### src/rtl/voice_osc_bank_if.sv
// Tick/notes in, mixed sample and status out, between the voice oscillator
// bank and its neighbours (chord generator upstream, DAC/PWM downstream).
interface voice_osc_bank_if #(
    parameter int NVOICE = 16
);
    logic                  sample_tick;
    logic [7*NVOICE-1:0]   notes;
    logic [11:0]           sample_out;
    logic                  sample_valid;
    logic                  busy;
    logic                  overrun;

    modport master (
        output sample_tick,
        output notes,
        input  sample_out,
        input  sample_valid,
        input  busy,
        input  overrun
    );

    modport slave (
        input  sample_tick,
        input  notes,
        output sample_out,
        output sample_valid,
        output busy,
        output overrun
    );
endinterface

### src/rtl/voice_osc_bank.sv
// Sixteen sawtooth oscillators sharing one phase adder: each sample tick
// snapshots the notes, steps every voice once and sums their top phase bytes.
module voice_osc_bank #(
    parameter int PHASE_W = 24,
    parameter int NVOICE  = 16
) (
    input  logic             clk,
    input  logic             reset_n,
    voice_osc_bank_if.slave  bus
);

    localparam int IDX_W  = $clog2(NVOICE);
    localparam int MIX_W  = 12;
    localparam int NOTE_W = 7;

    typedef enum logic [1:0] {
        IDLE,
        RUN,
        DONE
    } state_t;

    state_t                   state_q, state_d;
    logic [IDX_W-1:0]         v_q, v_d;
    logic [PHASE_W-1:0]       phase_q [NVOICE];
    logic [PHASE_W-1:0]       phase_d [NVOICE];
    logic [MIX_W-1:0]         acc_q, acc_d;
    logic [MIX_W-1:0]         out_q, out_d;
    logic                     valid_q, valid_d;
    logic                     overrun_q, overrun_d;
    logic [NOTE_W*NVOICE-1:0] snap_q, snap_d;

    logic [NOTE_W-1:0]        cur_note;
    logic [NOTE_W-1:0]        rem;
    logic [3:0]               octave;
    logic [3:0]               semitone;
    logic [PHASE_W-1:0]       base;
    logic [PHASE_W-1:0]       inc;
    logic [PHASE_W-1:0]       phase_next;

    assign cur_note = snap_q[NOTE_W*v_q +: NOTE_W];

    // NOTE: combinational blocks use blocking '=' so later statements see the
    // updated value (rem here); clocked blocks use '<=' only.
    always_comb begin
        rem    = cur_note;
        octave = 4'd0;
        for (int i = 0; i < 10; i++) begin
            if (rem >= 7'd12) begin
                rem    = rem - 7'd12;
                octave = octave + 4'd1;
            end
        end
        semitone = rem[3:0];
    end

    // Increments for MIDI octave 10; lower octaves are right shifts of these.
    always_comb begin
        base = '0;
        case (semitone)
            4'd0:    base = PHASE_W'(2926230);
            4'd1:    base = PHASE_W'(3100233);
            4'd2:    base = PHASE_W'(3284581);
            4'd3:    base = PHASE_W'(3479893);
            4'd4:    base = PHASE_W'(3686818);
            4'd5:    base = PHASE_W'(3906048);
            4'd6:    base = PHASE_W'(4138314);
            4'd7:    base = PHASE_W'(4384391);
            4'd8:    base = PHASE_W'(4645100);
            4'd9:    base = PHASE_W'(4921312);
            4'd10:   base = PHASE_W'(5213948);
            4'd11:   base = PHASE_W'(5523985);
            default: base = '0;
        endcase
    end

    assign inc        = base >> (4'd10 - octave);
    assign phase_next = phase_q[v_q] + inc;

    always_comb begin
        state_d   = state_q;
        v_d       = v_q;
        phase_d   = phase_q;
        acc_d     = acc_q;
        out_d     = out_q;
        valid_d   = 1'b0;
        overrun_d = overrun_q;
        snap_d    = snap_q;

        case (state_q)
            IDLE: begin
                if (bus.sample_tick) begin
                    snap_d  = bus.notes;
                    acc_d   = '0;
                    v_d     = '0;
                    state_d = RUN;
                end
            end

            RUN: begin
                if (bus.sample_tick) begin
                    overrun_d = 1'b1;
                end
                if (cur_note == '0) begin
                    phase_d[v_q] = '0;
                end else begin
                    phase_d[v_q] = phase_next;
                    acc_d        = acc_q + MIX_W'(phase_next[PHASE_W-1 -: 8]);
                end
                v_d = v_q + 1'b1;
                if (v_q == IDX_W'(NVOICE - 1)) begin
                    state_d = DONE;
                end
            end

            DONE: begin
                if (bus.sample_tick) begin
                    overrun_d = 1'b1;
                end
                out_d   = acc_q;
                valid_d = 1'b1;
                state_d = IDLE;
            end

            default: begin
                state_d = IDLE;
            end
        endcase
    end

    // NOTE: the phase array is a register file that must restart from zero
    // after reset, so every entry is cleared here rather than left unreset.
    always_ff @(posedge clk or negedge reset_n) begin
        if (!reset_n) begin
            state_q   <= IDLE;
            v_q       <= '0;
            acc_q     <= '0;
            out_q     <= '0;
            valid_q   <= 1'b0;
            overrun_q <= 1'b0;
            snap_q    <= '0;
            for (int i = 0; i < NVOICE; i++) begin
                phase_q[i] <= '0;
            end
        end else begin
            state_q   <= state_d;
            v_q       <= v_d;
            acc_q     <= acc_d;
            out_q     <= out_d;
            valid_q   <= valid_d;
            overrun_q <= overrun_d;
            snap_q    <= snap_d;
            for (int i = 0; i < NVOICE; i++) begin
                phase_q[i] <= phase_d[i];
            end
        end
    end

    assign bus.sample_out   = out_q;
    assign bus.sample_valid = valid_q;
    assign bus.busy         = (state_q != IDLE);
    assign bus.overrun      = overrun_q;

endmodule
### src/flat_wrapper.sv
// flat-port wrapper written by rule: the top's interface ports become plain ports
module voice_osc_bank_flat 
#(
    parameter int PHASE_W = 24,
    parameter int NVOICE  = 16
)
  (clk, reset_n, bus_sample_tick, bus_notes, bus_sample_out, bus_sample_valid, bus_busy, bus_overrun);
  voice_osc_bank_if #(.NVOICE(NVOICE)) bus_i ();
  input  logic clk;
  input  logic reset_n;
  input wire logic [$bits(bus_i.sample_tick)-1:0] bus_sample_tick;
  input wire logic [$bits(bus_i.notes)-1:0] bus_notes;
  output wire logic [$bits(bus_i.sample_out)-1:0] bus_sample_out;
  output wire logic [$bits(bus_i.sample_valid)-1:0] bus_sample_valid;
  output wire logic [$bits(bus_i.busy)-1:0] bus_busy;
  output wire logic [$bits(bus_i.overrun)-1:0] bus_overrun;
  assign bus_i.sample_tick = bus_sample_tick;
  assign bus_i.notes = bus_notes;
  assign bus_sample_out = bus_i.sample_out;
  assign bus_sample_valid = bus_i.sample_valid;
  assign bus_busy = bus_i.busy;
  assign bus_overrun = bus_i.overrun;
  voice_osc_bank #(.PHASE_W(PHASE_W), .NVOICE(NVOICE)) u_core (.clk(clk), .reset_n(reset_n), .bus(bus_i));
endmodule
### config.mk
export PLATFORM = sky130hd
export DESIGN_NAME = voice_osc_bank_flat
export DESIGN_NICKNAME = d
export VERILOG_FILES = /design/src/rtl/voice_osc_bank_if.sv /design/src/rtl/voice_osc_bank.sv /design/src/flat_wrapper.sv
export SDC_FILE = /design/constraint.sdc
export NUM_CORES = 1
export LEC_CHECK = 0
export BUFFER_PORTS_ARGS = -buffer_cell sky130_fd_sc_hd__clkbuf_2
export CORE_ASPECT_RATIO = 1.75
export CORE_MARGIN = 2
export CORE_UTILIZATION = 25
export DETAILED_ROUTE_END_ITERATION = 6
export HOLD_SLACK_MARGIN = 0.05
export PLACE_DENSITY = 0.47
export SLEW_MARGIN = 20
export SYNTH_ARGS = -nofsm -noshare
export SYNTH_HDL_FRONTEND = slang
export SYNTH_SLANG_ARGS = --single-unit
### constraint.sdc
create_clock -name clk -period 27.5 [get_ports clk]
set_input_delay 5.5 -clock clk [delete_from_list [all_inputs] [get_ports clk]]
set_output_delay 5.5 -clock clk [all_outputs]
set_load 0.1 [all_outputs]
* Word level (Yosys, flattened, before mapping)
Memories as Yosys holds them, arrays and structs flattened.
Cells that the tools add are included.
W data, S select, Z words.
** Storage, ports and cells
- Register bits after elaboration :: 528
- Memories kept :: 1
- RAM bits :: 0
- Logic and storage cells :: 118
- Bits in latches :: 0
- Output and inout port bits :: 15
- Memory bits (read-only) :: 368
- Input bits :: 115
** Cells by class
- Divide/modulo/power cells :: 0
- Equal/unequal tests :: 6
- $mul :: 1
- Bitwise logic cells :: 3
- Shifts and indexed selects :: 2
- Mux-type cells :: 36
- Reduce and logical (&&, ||, !) cells :: 11
- $lt $le $gt $ge :: 12
- $add $sub $neg :: 23
** Memory list
- (no name shown) :: depth 16, width 23, read ports 1, clocked after Yosys merged registers in 0, wr ports 0, line voice_osc_bank.sv:59 : case (semitone)
** Operator list (number)
- $and A384 B384 Y384 :: 1
- $bwmux W384 :: 1
- $mux W384 :: 1
- $not A384 Y384 :: 1
- $shiftx A112 B8 Y7 :: 1
- $bmux W24 S4 :: 1
- $demux W24 S4 :: 1
- $mux W24 :: 3
- $ge A7 B4 Y1 const B :: 10
- $mux W7 :: 9
- $sub A7 B4 Y7 const B :: 9
- $mux W4 :: 11
- $add A4 B1 Y4 const B :: 9
- $add A24 B24 Y24 :: 1
- $mux W12 :: 2
- $pmux W12 S2 :: 1
- $shr A24 B4 Y24 :: 1
- $add A12 B8 Y12 :: 1
- $pmux W4 S2 :: 1
- $reduce_and A2 Y1 :: 4
- $logic_not A7 Y1 :: 1
- $mul A3 B4 Y7 const A :: 1
- $ge A5 B5 Y1 const B :: 1
- $lt A5 B1 Y1 const B :: 1
- 17 further kinds :: 21

* Depth between registers and ports, before layout
Gate-level depths: netlist of run 1.
- Depth in word-level cells :: 28
- Depth in mapped cells :: 120
- Depth with buffers taken out :: 108

* Least setup slack after synthesis of run 1
OpenSTA, ideal clock, no wires.
- Path kind :: reg2reg
- From :: register u_core.v_q[0]
- To :: register u_core.acc_q[11]
- Setup time :: 126 ps
- Path slack :: 5564 ps
- Data arrival time :: 21810 ps
- Path buffers :: 11
- Stages on the path, launching flop included :: 116
- Required time :: 27374 ps
- Period minus slack after synthesis :: 21936 ps
- Path through :: dfrtp_1 buf_2 buf_6 mux4_2 o22a_1 nand2_1 inv_1 ha_1 nor4b_1 a31o_2 nor3_1 a21o_1 clkinv_1 ha_1 a21boi_0 nand2_1 xnor2_1 inv_1 (+80 left out) o21bai_1 a21oi_1 nor2b_1 o21a_1 o21a_1 o21a_1 o21a_1 o21a_1 o21ai_0 nand2b_1 a21oi_1 xnor2_1 ha_1 nor2b_1 o211a_1 nand3_1 xor2_1 nor2_1
** On the way
- Longest elaborated chain between the ends :: 28
- Elaborated cells between the ends (all ways) :: 65
- Those cells by class :: add/sub (22); mul (1); order compare (10); eq/ne (1); shift (2); mux (25); bitwise (1); reduce/logical (2); memory (1)
** Ends and longest elaborated chain
- start, declared :: line voice_osc_bank.sv:23 : logic [IDX_W-1:0] v_q, v_d;
- start signal, assigned :: line voice_osc_bank.sv:146 : v_q <= v_d;
- $mul A3 B4 Y7 :: line voice_osc_bank.sv:40 : assign cur_note = snap_q[NOTE_W*v_q +: NOTE_W];
- $shiftx A112 B8 Y7 :: line voice_osc_bank.sv:40
- $sub A7 B4 Y7 / $ge A7 B4 Y1 (equally long branches) :: line voice_osc_bank.sv:49, voice_osc_bank.sv:48
- $mux W7 / $mux W1 (equally long branches) :: line voice_osc_bank.sv:48 : if (rem >= 7'd12) begin
- $sub A7 B4 Y7, or another cell as far along :: line voice_osc_bank.sv:49 : rem = rem - 7'd12;
- $mux W7 / $mux W4 (equally long branches) :: line voice_osc_bank.sv:48
- $sub A7 B4 Y7, or another cell as far along :: line voice_osc_bank.sv:49
- $mux W7 / $mux W4 (equally long branches) :: line voice_osc_bank.sv:48
- (+12 left out)
- $ge A7 B4 Y1, or another cell as far along :: line voice_osc_bank.sv:48
- $mux W4 :: line voice_osc_bank.sv:48
- $mem_v2 Z16 W23 / $sub A4 B4 Y4 (equally long branches)
- $shr A24 B4 Y24 :: line voice_osc_bank.sv:76 : assign inc = base >> (4'd10 - octave);
- $add A24 B24 Y24 :: line voice_osc_bank.sv:77 : assign phase_next = phase_q[v_q] + inc;
- $add A12 B8 Y12 :: line voice_osc_bank.sv:107 : acc_d = acc_q + MIX_W'(phase_next[PHASE_W-1 -: 8]);
- $mux W12 :: line voice_osc_bank.sv:103 : if (cur_note == '0) begin
- $pmux W12 S2 :: line voice_osc_bank.sv:89 : case (state_q)
- end signal, assigned :: line voice_osc_bank.sv:136 : acc_q <= '0;
- end signal, assigned :: line voice_osc_bank.sv:147 : acc_q <= acc_d;
- end, declared :: line voice_osc_bank.sv:26 : logic [MIX_W-1:0] acc_q, acc_d;
Parallel ways exist; a longest one is shown, timed or not. The select of a mux whose other input is x is not followed.
A chain may end at the register's enable or synchronous reset.

* Final worst setup path of run 1
- From :: register u_core.v_q[3]
- To :: register u_core.acc_q[11]
Same word-level chain as after synthesis.

==> results of run 1 <==
[sequential cells by signal (all words and copies together) (netlist names)]
signal and count:
u_core.acc_q 12, u_core.bus.overrun 1, u_core.bus.sample_out 12, u_core.bus.sample_valid 1, u_core.phase_q 384, u_core.snap_q 112
u_core.state_q 2, u_core.v_q 4
[cell families (layout without fill, tap and decap cells)]
logic type	count (synthesis)	in the layout	synth area share
mux	327	327	0.1864
xor+xnor	60	60	0.01900
fa+ha+maj	70	70	0.03110
flops	528	528	0.4612
buf+inv	248	309	0.03577
simple gates	728	728	0.1096
compound gates	736	736	0.1569
other cells	0	2	0
[cells in the mapped netlist, drive strengths merged (10+ instances only)]
library cell	n
dfrtp	528
nand2	492
o21ai	442
mux4	151
clkbuf	149
mux2	139
ha	68
a21oi	66
nor2	64
nand3	57
inv	51
buf	45
xnor2	43
mux2i	37
a21o	29
nor3	24
xor2	17
nand2b	16
a211oi	15
nor2b	15
o21a	15
o211ai	14
o31ai	13
and2	12
o22ai	12
a22oi	11
o21bai	11
a31oi	10
[final timing paths]
check	slack, ns	endpoint	from	cells after the start
min in group asynchronous	4.97	u_core.snap_q[81]	reset_n	1
worst max register to register	1.92	u_core.acc_q[11]	u_core.v_q[3]	104
worst min-delay path	0.47	u_core.phase_q[333]	u_core.phase_q[333]	2
worst max-delay path	1.92	u_core.acc_q[11]	u_core.v_q[3]	104
max in group asynchronous	19.29	u_core.phase_q[113]	reset_n	4
worst min register to register	0.47	u_core.phase_q[333]	u_core.phase_q[333]	2
[metrics by stage]
step                  util  hold WS, ns  setup WS [ns]
floorplan                -       0.4446          5.564
global placement    0.2701       0.4564          2.244
detailed placement  0.2701       0.4641          1.907
CTS                 0.2850       0.4785          1.844
global route        0.2853       0.4955       0.002927
finish              0.2853       0.4735          1.918
[tightest hold or removal path: stages, from the launching register on]
cell and delay [ns]:
dfrtp_1 0.34, nand2_1 0.05, o21ai_0 0.06
[area by class of cell]
class | count | area, um2 | area share
Timing Repair Buffer | 168 | 973.4 | 0.02996
Sequential cell | 528 | 13220 | 0.4070
Inverter | 54 | 207.7 | 0.006393
Antenna cell | 2 | 5.005 | 0.0001540
Clock buffer | 67 | 1416 | 0.04360
Multi-Input combinational cell | 1921 | 14510 | 0.4465
Tap cell | 1494 | 1869 | 0.05754
Clock inverter | 20 | 287.8 | 0.008858
[routing by layer]
metal	up-vias	track usage
met5	-	0
met4	0	0.05747
met3	143	0.01238
met2	381	0.2906
met1	10420	0.1757
li1	9790	-
==> out/metrics.yaml, run 1 <==
start_util: 0.2516
clk_pin_slew_ns: 0.08
die_w_um: 259.9
wl_met2_mm: 48.48
post-cts-setup-buffers: 0
path_max_fanout: 27
setup_tns_ns: 0
final_common_cell: "dfrtp_1"
grt_pass1_wl_mm: 137.5
finalCriticalPeriod_ns: 25.58
remaining_drc_errors: 0
ys_ff_latch: 528
relSlewSlack: 0.3310
clk_latency_ns: 0.63
synth_warnings: 0
finalSetupViolCount: 0
worstMarginPinSlew_ns: 0.9930
die_area_um2: 117400
hpwlAfterDp_mm: 58.86
core_um2: 113900
io_buffer_count: 129
critical_path.most_common_cell: "ha_1"
cp.required_ns: 28.01
cts_tree: "done"
antenna_found_initial: 3
final_cells: 4254
dpl.cell_count: 4164
via_per_inst: 4.873
endpoint_kind: "register"
clock_skew_ns: 0.03364
top_layer: "met4"
cts_made_buffers: 50
ys.flop_type: "dfrtp_1"
root_buffer: "clkbuf_16"
critPathKind: "reg2reg"
cp_slowest_cell: "ha_1"
drtIter0Drc: 1143
dr.pass1.iters: 6
cts_buffer_depth: 3
status: "finished clean"
async_reset_ff_frac: 1.000
avgSynthCellArea_um2: 10.62
grt_pass1_vias: 21890
synthesis.nets: 2882
grt_max_degree: 153
fin_crit_sh: 0.9303
start_kind: "register"
crit_buf_inv: 11
synth_top_area_frac: 0.4612
routed_wl_mm: 89.25
worst_hold_path_type: "reg2reg"
grt_setup_unrepaired: "no"
synthTopCellsByArea: "dfrtp_1 46%, mux4_2 12%, o21ai_0 7.5%"
track_usage: 0.1530
seq_area_frac_synth: 0.4612
vias: 20730
ctsHoldBuffers: 0
met1_length_mm: 35.40
dr_wl_met3_mm: 2.215
fmax_ghz: 0.03909
synth_area_um2: 28650
synth.distinct_cells: 103
detail_route.wl_per_cell_um: 20.98
design_area_um2: 32490
postRouteAntennaNets: 0
cts_resized: 0
die_y_um: 451.8
layout-drive-gt1-share: 0.2168
synth_edf_count: 0
syn_to_final_growth_pct: 13.40
fin_nets: 2908
synth.largest_area_cell: "dfrtp_1"
hold_violations: 0
cp.arrival_ns: 26.09
cpLargestDelayFamily: "compound AO/OA/AOI/OAI gates"
synthCells: 2697
io_pins: 130
maxSlewViolCount: 0
htree_levels: 2
place_area_um2: 30760
rows: 164
gp_congestion: 0.8753
cp_slowest_stage_delay_ns: 0.82
overflow: 0
fillers: 11990
maxCapViolations: 0
cts.sinks: 528
final_cell_mix: "524 x dfrtp_1, 490 x nand2_1, 429 x o21ai_0"
Power of run 1 is not shown: default switching activity piles up to over one toggle a cycle in this logic, so the estimate is an artifact.
==> run 2: changes to the inputs <==
--- a/config.mk
+++ b/config.mk
@@ -8,10 +8,10 @@
 export BUFFER_PORTS_ARGS = -buffer_cell sky130_fd_sc_hd__clkbuf_2
 export CORE_ASPECT_RATIO = 1.75
 export CORE_MARGIN = 2
-export CORE_UTILIZATION = 25
+export CORE_UTILIZATION = 35
 export DETAILED_ROUTE_END_ITERATION = 6
 export HOLD_SLACK_MARGIN = 0.05
-export PLACE_DENSITY = 0.47
+export PLACE_DENSITY = 0.58
 export SLEW_MARGIN = 20
 export SYNTH_ARGS = -nofsm -noshare
 export SYNTH_HDL_FRONTEND = slang
==> run 2 against run 1 <==
- maximum frequency up 1.5%
- final area down 1.5%
- sequential cell count unchanged
- register-to-register slack better by 0.37 ns
- sequential share of layout area up 0.63 points
- count of clock-buffer cells in the layout down 1
- non-clock buffer count up 3
- routed wire length down 11%
- via count up 0.18%
- utilization up 11 points
- critical endpoint unchanged
- global-route usage up 4.0 points
==> out/metrics.yaml, run 2 (synthesized netlist as in run 1, its figures left out) <==
io_buffer_count: 129  # unchanged
fillers: 7804  # -35%
final_common_cell: "dfrtp_1"
ctsHoldBuffers: 0  # unchanged
htree_levels: 2  # unchanged
cp.required_ns: 27.99  # -0.02 ns
die_area_um2: 84250  # -28%
r2r_slack_ns: 2.29  # +0.37 ns
core_um2: 80980  # -29%
io_pins: 130  # unchanged
setup_tns_ns: 0  # unchanged
grt_setup_unrepaired: "no"
maxCapViolations: 0  # unchanged
layout-drive-gt1-share: 0.2191  # +0.002300
finalSetupViolCount: 0  # unchanged
fin_nets: 2909  # +0.034%
drtIter0Drc: 1202  # +5.2%
cp.arrival_ns: 25.70  # -0.39 ns
clock_skew_ns: 0.05252  # +0.01888 ns
worst_hold_path_type: "reg2reg"
clk_latency_ns: 0.64  # about the same
setup.worst_path.start: "u_core.v_q[0]"
status: "finished clean"
reg_top3: "u_core.phase_q: 384 flops, u_core.snap_q: 112 flops"
syn_to_final_growth_pct: 11.67
path_max_fanout: 27  # unchanged
root_buffer: "clkbuf_16"
die_y_um: 382.5  # -15%
hpwlAfterDp_mm: 52.83  # -10%
fmax_ghz: 0.03967  # +1.5%
antenna_found_initial: 4  # +1
worstMarginPinSlew_ns: 1.046  # +0.05325 ns
maxSlewViolCount: 0  # unchanged
die_w_um: 220.3  # -15%
routed_wl_mm: 79.46  # -11%
start_kind: "register"
utilization: 0.3950  # +0.1098
fin_crit_sh: 0.9167  # -0.01356
detail_route.wl_per_cell_um: 20.83  # -0.73%
cts.sinks: 528  # unchanged
crit_end: "u_core.acc_q[11]"
vias: 20770  # +0.18%
reg2reg_from: "u_core.v_q[0]"
gp_congestion: 0.9496  # +8.5%
endpoint_kind: "register"
postRouteAntennaNets: 0  # unchanged
start_util: 0.3538  # +0.1022
largest_reg_flops: 384  # unchanged
track_usage: 0.1928  # +0.03982
reg2reg_to: "u_core.acc_q[11]"
grt_pass1_vias: 21580  # -1.4%
critPathKind: "reg2reg"
cts_buffer_depth: 3  # unchanged
remaining_drc_errors: 0  # unchanged
grt_max_degree: 155  # +1.3%
dr.pass1.iters: 6  # unchanged
rows: 138  # -16%
clk_pin_slew_ns: 0.07  # about the same
relSlewSlack: 0.3025  # -0.02851
grt_pass1_wl_mm: 126.3  # -8.2%
cts_made_buffers: 48  # -4.0%
overflow: 0  # unchanged
final_cell_mix: "525 x dfrtp_1, 490 x nand2_1, 429 x o21ai_0"
min_path_cells: 1  # -1
cts_tree: "done"
cp_slowest_stage_delay_ns: 0.68  # -0.14 ns
seqCellArea_um2: 13220  # about the same
finalCriticalPeriod_ns: 25.21  # -0.3728 ns
hold_violations: 0  # unchanged
via_per_inst: 5.443  # +12%
multiInputGateArea_um2: 14510  # about the same
largest_register: "u_core.phase_q"
whs_ns: 0.4708  # -0.002757 ns
cp_slowest_cell: "dfrtp_4"
critical_path.most_common_cell: "ha_1"
r2r.worst_path.cells: 105  # +0.96%
[run 2: cell types whose count changed in the layout (fill, tap and decap cells not counted), sizes merged]
cell / before / now
buf: 40 / 43
bufinv: 7 / 6
clkbuf: 195 / 194
clkinvlp: 2 / 3
diode: 2 / 4
inv: 52 / 53
[run 2: what timing repair did]
action | in CTS | in global routing
setup buffers | 0 | 2
setup endpoints to repair | 0 | 21
gates resized for setup | 0 | 1
[run 2: metal layers]
metal	part of all wire	global-route usage	wire length [um]
met5	0	0	0
met3	0.027	0.01812	2135
met2	0.53	0.3552	42150
met4	0.040	0.07780	3161
met1	0.40	0.2266	32010
[run 2: area by class of cell]
class,instances,area share
Multi-Input combinational cell,1921,0.4535
Sequential cell,528,0.4133
Clock buffer,66,0.04404
Tap cell,1050,0.04107
Timing Repair Buffer,171,0.03113
Clock inverter,21,0.01013
Inverter,54,0.006492
Antenna cell,4,0.0003129
[run 2: worst max-delay path: cells and delay by family, from the launching register on]
family / cells / cell delay, ns
AO/OA/AOI/OAI: 40 / 8.66
AND/OR/NAND/NOR: 31 / 6.39
adder cells (fa/ha/maj): 13 / 3.86
buffers and inverters: 12 / 2.26
multiplexers: 6 / 2.13
XOR/XNOR: 3 / 0.99
flip-flops: 1 / 0.68
[run 2: metrics by stage]
| step | instance area [um2] | worst slack, ns | cells |
|---|---|---|---|
| 2_1_floorplan | 28650 | 5.564 | 2697 |
| 5_1_grt | 31990 | 0.001997 | 3815 |
| 6_report | 31990 | 2.290 | 3815 |
| 3_3_place_gp | 30230 | 2.589 | 3722 |
| 4_1_cts | 31960 | 1.965 | 3809 |
| 3_5_place_dp | 30230 | 2.115 | 3722 |
[run 2: worst min-delay path by stage]
stage / start / endpoint / slack (ns)
floorplan: u_core.phase_q[120] / u_core.phase_q[120] / 0.44
global placement: u_core.phase_q[143] / u_core.phase_q[143] / 0.46
detailed placement: u_core.bus.overrun / u_core.bus.overrun / 0.45
CTS: u_core.bus.overrun / u_core.bus.overrun / 0.47
global route: u_core.phase_q[316] / u_core.phase_q[316] / 0.50
finish: u_core.bus.overrun / u_core.bus.overrun / 0.47
Power of run 2 is left out for the same reason.
